[src/rtl/pipe_stall_ctrl.sv]
// pipe_stall_ctrl: stall/flush sequencer for the 5-stage MIPS pipeline.
// Merges data-memory wait states, multi-cycle mul/div occupancy, taken-branch
// flushes and load-use hazards into one set of pipeline-register enables.
// Optional performance counters are built only when PIPE_PERF_CNT_EN is defined;
// otherwise stall_cnt and flush_cnt are tied to zero.
module pipe_stall_ctrl #(
  parameter int MD_LATENCY = 4,
  parameter int CNT_W      = 16
) (
  input  logic             clk,
  input  logic             rst_n,
  input  logic [4:0]       id_rs,
  input  logic [4:0]       id_rt,
  input  logic [4:0]       ex_rt,
  input  logic             ex_memread,
  input  logic             ex_br_taken,
  input  logic             ex_md_start,
  input  logic             mem_req,
  input  logic             dmem_ready,
  output logic             pc_wr,
  output logic             ifid_wr,
  output logic             idex_wr,
  output logic             exmem_wr,
  output logic             memwb_wr,
  output logic             ifid_flush,
  output logic             idex_bubble,
  output logic             exmem_bubble,
  output logic             md_busy,
  output logic             md_done,
  output logic [CNT_W-1:0] stall_cnt,
  output logic [CNT_W-1:0] flush_cnt
);

  typedef enum logic [1:0] {
    RUN      = 2'd0,
    MD_WAIT  = 2'd1,
    MEM_WAIT = 2'd2
  } state_e;

  // The md counter holds the MD cycles still to run, including the current one.
  localparam int              MD_W    = $clog2(MD_LATENCY);
  localparam logic [MD_W-1:0] MD_LOAD = MD_W'(MD_LATENCY - 1);
  localparam logic [MD_W-1:0] MD_ONE  = MD_W'(1);

  state_e          state_q, state_d;
  state_e          ret_q, ret_d;
  state_e          eff_state;
  logic [MD_W-1:0] md_cnt_q, md_cnt_d;
  logic            mem_stall;
  logic            load_use;

  assign mem_stall = mem_req & ~dmem_ready;
  assign load_use  = ex_memread && (ex_rt != 5'd0) && ((ex_rt == id_rs) || (ex_rt == id_rt));

  // Next-state and control decode; MEM stall > MD sequence > branch > load-use.
  // NOTE: every signal gets a default at the top so no path leaves it unassigned (no latch).
  always_comb begin
    // A cycle in MEM_WAIT without a stall behaves exactly like the saved state.
    eff_state    = (state_q == MEM_WAIT) ? ret_q : state_q;
    state_d      = eff_state;
    ret_d        = ret_q;
    md_cnt_d     = md_cnt_q;
    pc_wr        = 1'b1;
    ifid_wr      = 1'b1;
    idex_wr      = 1'b1;
    exmem_wr     = 1'b1;
    memwb_wr     = 1'b1;
    ifid_flush   = 1'b0;
    idex_bubble  = 1'b0;
    exmem_bubble = 1'b0;
    md_busy      = 1'b0;
    md_done      = 1'b0;

    if (mem_stall) begin
      // Freeze the whole pipe and the md counter; remember where to resume.
      pc_wr    = 1'b0;
      ifid_wr  = 1'b0;
      idex_wr  = 1'b0;
      exmem_wr = 1'b0;
      memwb_wr = 1'b0;
      md_busy  = (eff_state == MD_WAIT);
      state_d  = MEM_WAIT;
      ret_d    = eff_state;
    end else if (eff_state == MD_WAIT) begin
      pc_wr   = 1'b0;
      ifid_wr = 1'b0;
      idex_wr = 1'b0;
      md_busy = 1'b1;
      if (md_cnt_q == MD_ONE) begin
        md_done  = 1'b1;
        md_cnt_d = '0;
        state_d  = RUN;
      end else begin
        exmem_bubble = 1'b1;
        md_cnt_d     = md_cnt_q - MD_ONE;
      end
    end else if (ex_br_taken) begin
      // The ID instruction is discarded, so any load-use match is moot.
      ifid_flush  = 1'b1;
      idex_bubble = 1'b1;
    end else if (ex_md_start) begin
      // First of MD_LATENCY EX cycles; the rest are counted in MD_WAIT.
      pc_wr        = 1'b0;
      ifid_wr      = 1'b0;
      idex_wr      = 1'b0;
      exmem_bubble = 1'b1;
      md_busy      = 1'b1;
      md_cnt_d     = MD_LOAD;
      state_d      = MD_WAIT;
    end else if (load_use) begin
      pc_wr       = 1'b0;
      ifid_wr     = 1'b0;
      idex_bubble = 1'b1;
    end

    if (!rst_n) begin
      pc_wr        = 1'b0;
      ifid_wr      = 1'b0;
      idex_wr      = 1'b0;
      exmem_wr     = 1'b0;
      memwb_wr     = 1'b0;
      ifid_flush   = 1'b0;
      idex_bubble  = 1'b1;
      exmem_bubble = 1'b1;
      md_busy      = 1'b0;
      md_done      = 1'b0;
    end
  end

  // Sequencer state registers with synchronous reset.
  // NOTE: sequential state uses <= so all flops update together at the edge.
  always_ff @(posedge clk) begin
    if (!rst_n) begin
      state_q  <= RUN;
      ret_q    <= RUN;
      md_cnt_q <= '0;
    end else begin
      state_q  <= state_d;
      ret_q    <= ret_d;
      md_cnt_q <= md_cnt_d;
    end
  end

`ifdef PIPE_PERF_CNT_EN
  logic [CNT_W-1:0] stall_cnt_q, stall_cnt_d;
  logic [CNT_W-1:0] flush_cnt_q, flush_cnt_d;

  // Saturating event counters: cycles with the PC held, and branch flushes.
  always_comb begin
    stall_cnt_d = stall_cnt_q;
    flush_cnt_d = flush_cnt_q;
    if (!pc_wr && (stall_cnt_q != '1)) stall_cnt_d = stall_cnt_q + CNT_W'(1);
    if (ifid_flush && (flush_cnt_q != '1)) flush_cnt_d = flush_cnt_q + CNT_W'(1);
  end

  // Counter registers, cleared by reset.
  always_ff @(posedge clk) begin
    if (!rst_n) begin
      stall_cnt_q <= '0;
      flush_cnt_q <= '0;
    end else begin
      stall_cnt_q <= stall_cnt_d;
      flush_cnt_q <= flush_cnt_d;
    end
  end

  assign stall_cnt = stall_cnt_q;
  assign flush_cnt = flush_cnt_q;
`else
  assign stall_cnt = '0;
  assign flush_cnt = '0;
`endif

endmodule
[config.mk]
export PLATFORM = sky130hd
export DESIGN_NAME = pipe_stall_ctrl
export DESIGN_NICKNAME = d
export VERILOG_FILES = /design/src/rtl/pipe_stall_ctrl.sv
export SDC_FILE = /design/constraint.sdc
export NUM_CORES = 1
export LEC_CHECK = 0
export ABC_CLOCK_PERIOD_IN_PS = 2350
export CAP_MARGIN = 20
export CORE_MARGIN = 3
export CORE_UTILIZATION = 34
export CTS_BUF_LIST = sky130_fd_sc_hd__clkbuf_16
export CTS_CLUSTER_DIAMETER = 200
export DETAILED_ROUTE_END_ITERATION = 6
export GPL_ROUTABILITY_DRIVEN = 0
export GPL_TIMING_DRIVEN = 0
export PLACE_DENSITY = 0.84
export SYNTH_ARGS = -nofsm -noshare
export SYNTH_HDL_FRONTEND = slang
export SYNTH_SLANG_ARGS = --single-unit
[constraint.sdc]
create_clock -name clk -period 2.35 [get_ports clk]
set_clock_uncertainty 0.15 [all_clocks]
set_input_delay 0.47 -clock clk [delete_from_list [all_inputs] [get_ports clk]]
set_output_delay 0.47 -clock clk [all_outputs]
set_load 0.01 [all_outputs]
==> impl_results.md, run 1 <==
- Run status: complete, but fails checks
- Failing checks: setup timing
- Vias in the first global route: slightly below 700
- Number of fill cells: 185
- Die Span X: 53.15 um
- Layout cell share with drive strength beyond 1: 0.3902
- Setup slack after layout: -23.31 ps
- Diodes inserted: 0
- Cell-internal power: between 400 and 500 uW
- Std-Cell Rows: 16
- Core area: 2042 um2
- Critical R2R Launch: ret_q[0]
- Post-Syn Area: 755.7 um2
- Fin crit period: 2373 ps
- Critical-path maximum fanout: 2
- Post-Synthesis Cells: between 90 and 100
- CTS Sinks: 6
- Largest net degree at the start of global routing: 8
- Max VDD drop: 0.5823 mV
- Worst-path clk slew: 30 ps
- Crit-path cells: dlygate4sd2_1 -> xor2_1 -> nor3_2 -> a22oi_2 -> o31a_1 -> buf_4 -> buf_4
- Final period utilization: 1.010
- Most Frequent Cell on Critical Path: buf_4
- Power density over the cells: 445.4 nW/um2
- Max frequency: 0.4214 GHz
- # nets final: around 190
- First-pass GRT wire length: between 3000 and 4000 um
- Gr usage total: 0.1471
- Flop pwr share: 0.200
- Min-Delay Startpoint: ret_q[0]
- Required @ worst endpoint: roughly 1700 ps
- CTS HTree Levels: 1
- Final-report setup violation count: 1
- Die height: 53.15 um
- Die area: 2824 um2
- CTS Hold Bufs: 0
- Clk buf depth: 2
- Initial core utilization: 0.3701
- Clock latency at the later pin of the worst-skew pair: 220 ps
- Min-Delay Path Class: reg -> reg
- DR DRC count: 0
- Vias: 788
- CP startpoint kind: primary input
- Seq/Total Area, Yosys: 0.1589
- Pins Over Slew Limit: 0
- Yosys reg bits: 6
- Critical Path Start: id_rs[4]
- IO Pins: 64
- TritonRoute pass-1 iters: 4
- Mean post-synth cell area: 7.791 um2
- Critical Path End Type: output pin
- Initial antenna violation count: 0
- Net switching power: around 160 uW
- Cts bufs inserted: 3
- CP max stage delay: 290 ps
- Synth unique cells: 30
- Pwr Total: 587.9 uW
- Max-cap violations: 0
- Gate power share: 0.342
- Synth warn: 0
- EDFF count, synth: 0
- Post-DRT Antenna Nets: 0
- PortBufs: 31
- Top_reg_cell synth: dfxtp_1
- Post-DP HPWL: between 1500 and 2000 um
- CTS tree: built
- Crit path DAT: 1750 ps
- Leakage: 0.0007555 uW
- Grt total ovfl: 0
- Clock network fraction of design power: 0.458
- Area Overhead vs Synth: 74.67%
- Root buf cell: clkbuf_16
- Drt wl/cell: 10.97 um
- Crit Path Class: in -> out
- Async SR Flop Fraction: 0
- Sw frac: 0.2656
- Crit path buf inv count: 3
- Unrepaired setup endpoints after global routing: yes
- Initial drt markers: 22
- Final hold violations: 0
- Vias per cell: 4.126
- Slowest CP cell: o31a_1
- Post-Route WL: 2096 um
- CP top delay family: buffers and inverters
- Hold Slack: 374.0 ps
==> cell usage in the layout (no fill, tap or decap), types with 2 or more instances in the layout <==
| cell type | instances |
|---|---|
| buf_2 | 4 |
| a21oi_1 | 5 |
| dlygate4sd2_1 | 14 |
| clkbuf_2 | 4 |
| nor2b_4 | 2 |
| buf_4 | 37 |
| nor3_2 | 3 |
| o31a_1 | 2 |
| o21ai_1 | 2 |
| dlymetal6s2s_1 | 6 |
| nand2_1 | 4 |
| conb_1 | 32 |
| xor2_1 | 10 |
| nor2_1 | 4 |
| inv_1 | 2 |
| dfxtp_1 | 5 |
| clkbuf_16 | 3 |
==> routing by layer <==
layer  up-vias  track usage  share of wire
met5         -            0              0
met4         0      0.05532          0.025
met2        43       0.2603           0.51
met3         6      0.05352          0.097
met1       332       0.1575           0.37
li1        407            -              -
==> flip-flops by register name, indices dropped and copies added, names as in the netlist <==
| signal | flops |
|---|---|
| md_cnt_q | 2 |
| ret_q | 2 |
| state_q | 2 |
==> synth_stat cells (3+ instances only) <==
master,number,area (um2)
buf_4,34,255.2
a21oi_1,5,25.02
o21ai_1,3,15.01
xor2_1,10,87.58
inv_1,3,11.26
dfxtp_1,6,120.1
nand2_1,4,15.01
nor3_1,3,15.01
nor2_1,4,15.01
==> layout make-up <==
class	count	area (um2)	area share
Buffer	34	255.2	0.1934
Clock buffer	3	75.07	0.05687
Inverter	3	11.26	0.008531
Multi-Input combinational cell	85	543.0	0.4114
Sequential cell	6	121.4	0.09194
Tap cell	27	33.78	0.02559
Timing Repair Buffer	33	280.3	0.2123
==> stage by stage <==
stage | utilization | setup TNS [ps] | std cells | area [um2] | worst slack [ps]
floorplan | - | 0 | 128 | 872.1 | 218.3
global placement | 0.5956 | -4321 | 186 | 1216 | -707.4
detailed placement | 0.5956 | -4533 | 186 | 1216 | -738.2
CTS | 0.6385 | -55.44 | 190 | 1304 | -55.44
global route | 0.6464 | -94.47 | 191 | 1320 | -94.47
finish | 0.6464 | -23.31 | 191 | 1320 | -23.31
==> path summary, 6_finish.rpt <==
path                               endpoint  cells after the start  slack [ps]
worst max-delay path                  pc_wr                      7         -20
worst min-delay path               ret_q[0]                      2         370
worst max register to register  md_cnt_q[0]                      4         830
worst min register to register     ret_q[0]                      2         370
==> cell families after synthesis <==
group / after synthesis / synth area share
xor gates and xnor gates: 10 / 0.1159
and+or+nand+nor: 20 / 0.1424
adders and majority gates: 1 / 0.01655
buffers and inverters: 37 / 0.3526
AOI/OAI and AO/OA: 22 / 0.2086
other: 1 / 0.004962
DFF: 6 / 0.1589
==> worst register-to-register path, delay by kind of cell, from the launching register on <==
| kind | cells | cell delay [ps] |
|---|---|---|
| AO/OA/AOI/OAI | 2 | 660 |
| flip-flops | 1 | 340 |
| AND/OR/NAND/NOR | 2 | 250 |
==> power by group through the flow <==
stage          Sequential, uW  Combinational, uW  Clock, uW
2_1_floorplan             117                125          0
3_3_place_gp              117                198          0
3_5_place_dp              118                203          0
4_1_cts                   117                195        274
5_1_grt                   118                220        281
6_report                  117                201        269
==> what timing repair did <==
item,4_1_cts,5_1_grt
setup buffers,1,1
pin swaps,7,8
endpoints found under the hold margin,0,0
setup endpoints to repair,10,5
resized for setup,52,18
No activity file was read; power rests on OpenSTA's default activity.
==> run 2: changes to the inputs <==
Settings changed: GPL_TIMING_DRIVEN 0 to unset.
==> impl_results.md, run 2 (same netlist as run 1, synthesis figures left out) <==
- Root buf cell: clkbuf_16
- CTS HTree Levels: 1
- Failing checks: setup timing
- Most Frequent Cell on Critical Path: or4_1
- Gr usage total: 0.1555
- Hold Slack: roughly 380 ps
- Max-cap violations: 0
- Crit-path cells: clkdlybuf4s15_1 -> or4_1 -> o21ai_2 -> or4_1 -> o21ai_1 -> buf_2
- Post-layout util: 0.5962
- PortBufs: 31
- Clock latency at the later pin of the worst-skew pair: 220 ps
- Drt wl/cell: around 13 um
- Number of fill cells: approximately 180
- Fin crit period: 2355 ps
- Leakage: 0.0006286 uW
- Power density over the cells: 473.5 nW/um2
- Die height: 53.15 um
- DR DRC count: 0
- Flop pwr share: 0.202
- Cts bufs inserted: 3
- Min-Delay Path Class: reg -> reg
- # nets final: 174
- Cell-internal power: 420.4 uW
- Vias: roughly 810
- First-pass GRT wire length: 3180 um
- TritonRoute pass-1 iters: 5
- Most frequent cells in the layout: conb_1 (32), buf_4 (19), xor2_1 (10)
- Core area: 2042 um2
- Clock network fraction of design power: 0.466
- Worst-path clk slew: 30 ps
- Final period utilization: 1.002
- Run status: complete, but fails checks
- Most common cell after layout, fill and taps aside: conb_1
- Die area: about 2800 um2
- Final-report setup violation count: 1
- Initial drt markers: 12
- Final hold violations: 0
- Max VDD drop: roughly 0.44 mV
- Layout cell share with drive strength beyond 1: 0.3020
- Setup WS pre-CTS: -595.0 ps
- Critical Path End Type: output pin
- Regs by FF count: md_cnt_q: 2 flops, ret_q: 2 flops, state_q: 2 flops
- Critical-path maximum fanout: 2
- Vias per cell: 4.608
- Net switching power: 156.0 uW
- Std-Cell Rows: 16
- Grt total ovfl: 0
- Required @ worst endpoint: 1730 ps
- Max frequency: around 0.42 GHz
- CTS Sinks: 6
- Setup slack after layout: -5.002 ps
- Dpl cells: 171
- Vias in the first global route: 700
- Setup_tns: -5.002 ps
- Pins Over Slew Limit: 0
- Die Span X: 53.15 um
- Crit Path Class: in -> out
- Gate power share: 0.332
- Clk buf depth: 2
- Post-DP HPWL: 1766 um
- Sw frac: 0.2707
- Non-Filler Instances: 176
- CP startpoint kind: primary input
- Post-DRT Antenna Nets: 0
- Slowest CP cell: or4_1
- CTS Hold Bufs: 0
- Initial core utilization: 0.3701
- IO Pins: 64
- CP max stage delay: 570 ps
- CTS tree: built
- Crit path DAT: 1740 ps
- Initial antenna violation count: 0
- Diodes inserted: 0
- Area Overhead vs Synth: 61.09%
- Largest net degree at the start of global routing: 6
- Post-Route WL: 2284 um
## run 2: cell types whose count changed in the layout (fill, tap and decap cells not counted), moves of 2 or more
cell / before / now
buf_4: 37 / 19
clkdlybuf4s15_1: 1 / 7
dlygate4sd2_1: 14 / 8
clkdlybuf4s50_1: 1 / 4
buf_6: 0 / 2
dlymetal6s2s_1: 6 / 4
## run 2: worst paths after layout
| kind | from | end | slack, ps | depth (start not counted) |
|---|---|---|---|---|
| worst max-delay path | ex_rt[1] | idex_bubble | -5 | 6 |
| worst min-delay path | ret_q[0] | ret_q[0] | 380 | 2 |
| worst max register to register | ret_q[0] | md_cnt_q[0] | 750 | 6 |
| worst min register to register | ret_q[0] | ret_q[0] | 380 | 2 |
## run 2: metrics by stage
| stage | power (uW) | cell area (um2) |
|---|---|---|
| 4_1_cts | 570.9 | 1185 |
| 2_1_floorplan | 241.6 | 872.1 |
| 6_report | 576.4 | 1217 |
| 3_3_place_gp | 300.2 | 1104 |
| 3_5_place_dp | 305.7 | 1104 |
| 5_1_grt | 611.7 | 1217 |
## run 2: power groups by stage
| stage | Combinational [uW] | Sequential [uW] | Clock [uW] |
|---|---|---|---|
| floorplan | 125 | 117 | 0 |
| global placement | 183 | 117 | 0 |
| detailed placement | 188 | 118 | 0 |
| CTS | 180 | 116 | 275 |
| global route | 208 | 117 | 286 |
| finish | 191 | 116 | 269 |
## run 2: layout make-up
class,count,area [um2],area share
Tap cell,27,33.78,0.02775
Sequential cell,6,120.1,0.09866
Timing Repair Buffer,52,441.7,0.3628
Inverter,3,11.26,0.009250
Clock buffer,3,75.07,0.06166
Multi-Input combinational cell,85,535.5,0.4399
## run 2: worst max-delay path, delay by kind of cell
family	cells	cell delay, ps
simple gates	2	700
buf+inv	2	340
compound gates	2	230
## run 2: timing repair
item / 4_1_cts / 5_1_grt
buffers inserted: 2 / 0
setup endpoints to repair: 10 / 10
endpoints found under the hold margin: 0 / 0
resized for setup: 48 / 19
pin swaps: 6 / 5
## run 2: metal layers
layer  wire length, um  share of wire  global-route usage  vias to the layer above
li1                  -              -                   -                      377
met1               834           0.37              0.1731                      389
met2              1265           0.55              0.2872                       43
met3               169          0.074             0.05915                        2
met4                15         0.0066             0.01277                        0
met5                 0              0                   0                        -
==> run 3: changes to the inputs <==
Settings changed: CORE_UTILIZATION 34 to 35, CTS_BUF_LIST sky130_fd_sc_hd__clkbuf_16 to sky130_fd_sc_hd__clkbuf_2 sky130_fd_sc_hd__clkbuf_4 sky130_fd_sc_hd__clkbuf_8, CTS_CLUSTER_SIZE set to 10, PLACE_DENSITY 0.84 to 0.86, SETUP_SLACK_MARGIN set to 0.05.
==> impl_results.md, run 3 (same netlist as run 1, synthesis figures left out) <==
- Run status: finished, final reports clean
- Critical-path maximum fanout: 3
- Fin crit period: 2288 ps
- Std-Cell Rows: 16
- First-pass GRT wire length: just over 3000 um
- Post-DRT Antenna Nets: 0
- Initial drt markers: 12
- Crit-path cells: clkdlybuf4s15_2 -> or4_4 -> o21ai_4 -> or4_1 -> o21ai_1 -> buf_2
- TritonRoute pass-1 iters: 4
- Regs by FF count: md_cnt_q: 2 flops, ret_q: 2 flops, state_q: 2 flops
- Layout cell share with drive strength beyond 1: 0.3288
- Area Overhead vs Synth: 50.17%
- Vias: 784
- Grt total ovfl: 0
- Worst Hold Depth: 2
- Unrepaired setup endpoints after global routing: yes
- Worst path depth: 6
- CP top delay family: simple AND/OR/NAND/NOR gates
- Die Span X: 52.47 um
- Cts bufs inserted: 3
- Most frequent cells in the layout: conb_1 (32), dlygate4sd2_1 (18), buf_4 (18)
- # nets final: between 150 and 200
- Max VDD drop: 0.1711 mV
- CTS tree: built
- Largest net degree at the start of global routing: 7
- Max-cap violations: 0
- Crit Path Class: in -> out
- DR DRC count: 0
- Critical Path End Type: output pin
- Required @ worst endpoint: 1730 ps
- Post-Route WL: 2061 um
- Vias in the first global route: 752
- CTS HTree Levels: 1
- CP max stage delay: 500 ps
- Post-layout util: 0.5669
- CTS Hold Bufs: 0
- Hold Slack: 385.6 ps
- Diodes inserted: 0
- Slowest CP cell: or4_4
- Crit path buf inv count: 2
- Final-report setup violation count: 0
- Vias per cell: about 4.5
- Core area: 2002 um2
- Max frequency: about 0.44 GHz
- Gr usage total: 0.1545
- Initial core utilization: 0.3775
- Final period utilization: 0.9735
- Crit path DAT: 1670 ps
- PortBufs: 31
- Power density over the cells: approximately 340 nW/um2
- CP startpoint kind: primary input
- CTS Sinks: 6
- Initial antenna violation count: 0
- Leakage: 0.0005818 uW
- Clk buf depth: 2
- Clock latency at the later pin of the worst-skew pair: 250 ps
- Drt wl/cell: roughly 12 um
- IO Pins: 64
- Worst-path clk slew: 40 ps
- Die area: 2753 um2
- Pins Over Slew Limit: 0
- Final hold violations: 0
- Die height: 52.47 um
- Root buf cell: clkbuf_4
- Post-DP HPWL: 1706 um
- Min-Delay Path Class: reg -> reg
- FF-to-FF path depth: 5
- Most common cell after layout, fill and taps aside: conb_1
[run 3: cell types whose count changed in the layout (fill, tap and decap cells not counted), sizes merged]
cell           delta
clkbuf            -2
clkdlybuf4s15     -4
buf               -1
dlymetal6s2s      -3
clkdlybuf4s50     -3
dlygate4sd2      +10
[run 3: per-stage QoR]
step | worst slack, ps | power [uW] | instance area [um2] | TNS (ps) | cells
CTS | 49.46 | 384.9 | 1104 | 0 | 172
detailed placement | -637.3 | 300.8 | 1081 | -4307 | 168
finish | 62.36 | 391.3 | 1135 | 0 | 173
global route | 18.56 | 421.6 | 1135 | 0 | 173
global placement | -532.3 | 295.0 | 1081 | -4022 | 168
floorplan | 218.3 | 241.6 | 872.1 | 0 | 128
[run 3: worst paths after layout]
path	end	from	slack (ps)
setup / recovery	idex_bubble	ex_rt[3]	60
hold reg to reg	ret_q[0]	ret_q[0]	390
setup reg to reg	md_cnt_q[0]	state_q[0]	830
hold / removal	ret_q[0]	ret_q[0]	390
[run 3: timing repair]
item,CTS,global route
resized for setup,63,11
cloned,0,0
buffers inserted,1,1
pin swaps,13,6
setup endpoints to repair,10,6
[run 3: worst register-to-register path, cell delays in order, from the launching register on]
cell and delay, ps:
dfxtp_2 340, buf_4 150, o311ai_1 330, buf_4 170
o31ai_1 60, a32o_1 200
[run 3: cell type report]
type / count / area [um2]
multi-input cells: 85 / 549.3
fillers: 210 / 867.1
well taps: 27 / 33.78
repair buffers: 49 / 394.1
flip-flops and latches: 6 / 123.9
clock buffers: 3 / 22.52
inverters: 3 / 11.26
[run 3: report_power, final]
| group | switching [uW] | internal [uW] | total [uW] |
|---|---|---|---|
| logic | 94.8 | 84.7 | 179 |
| clock network | 37.2 | 57.8 | 95.0 |
| registers | 6.70 | 110 | 117 |
| total | 139 | 253 | 391 |
[run 3: routing by layer]
| metal | share of wire | track usage | vias up |
|---|---|---|---|
| li1 | - | - | 371 |
| met4 | 0.039 | 0.07660 | 0 |
| met3 | 0.11 | 0.03134 | 9 |
| met1 | 0.31 | 0.1455 | 348 |
| met5 | 0 | 0 | - |
| met2 | 0.55 | 0.3058 | 56 |
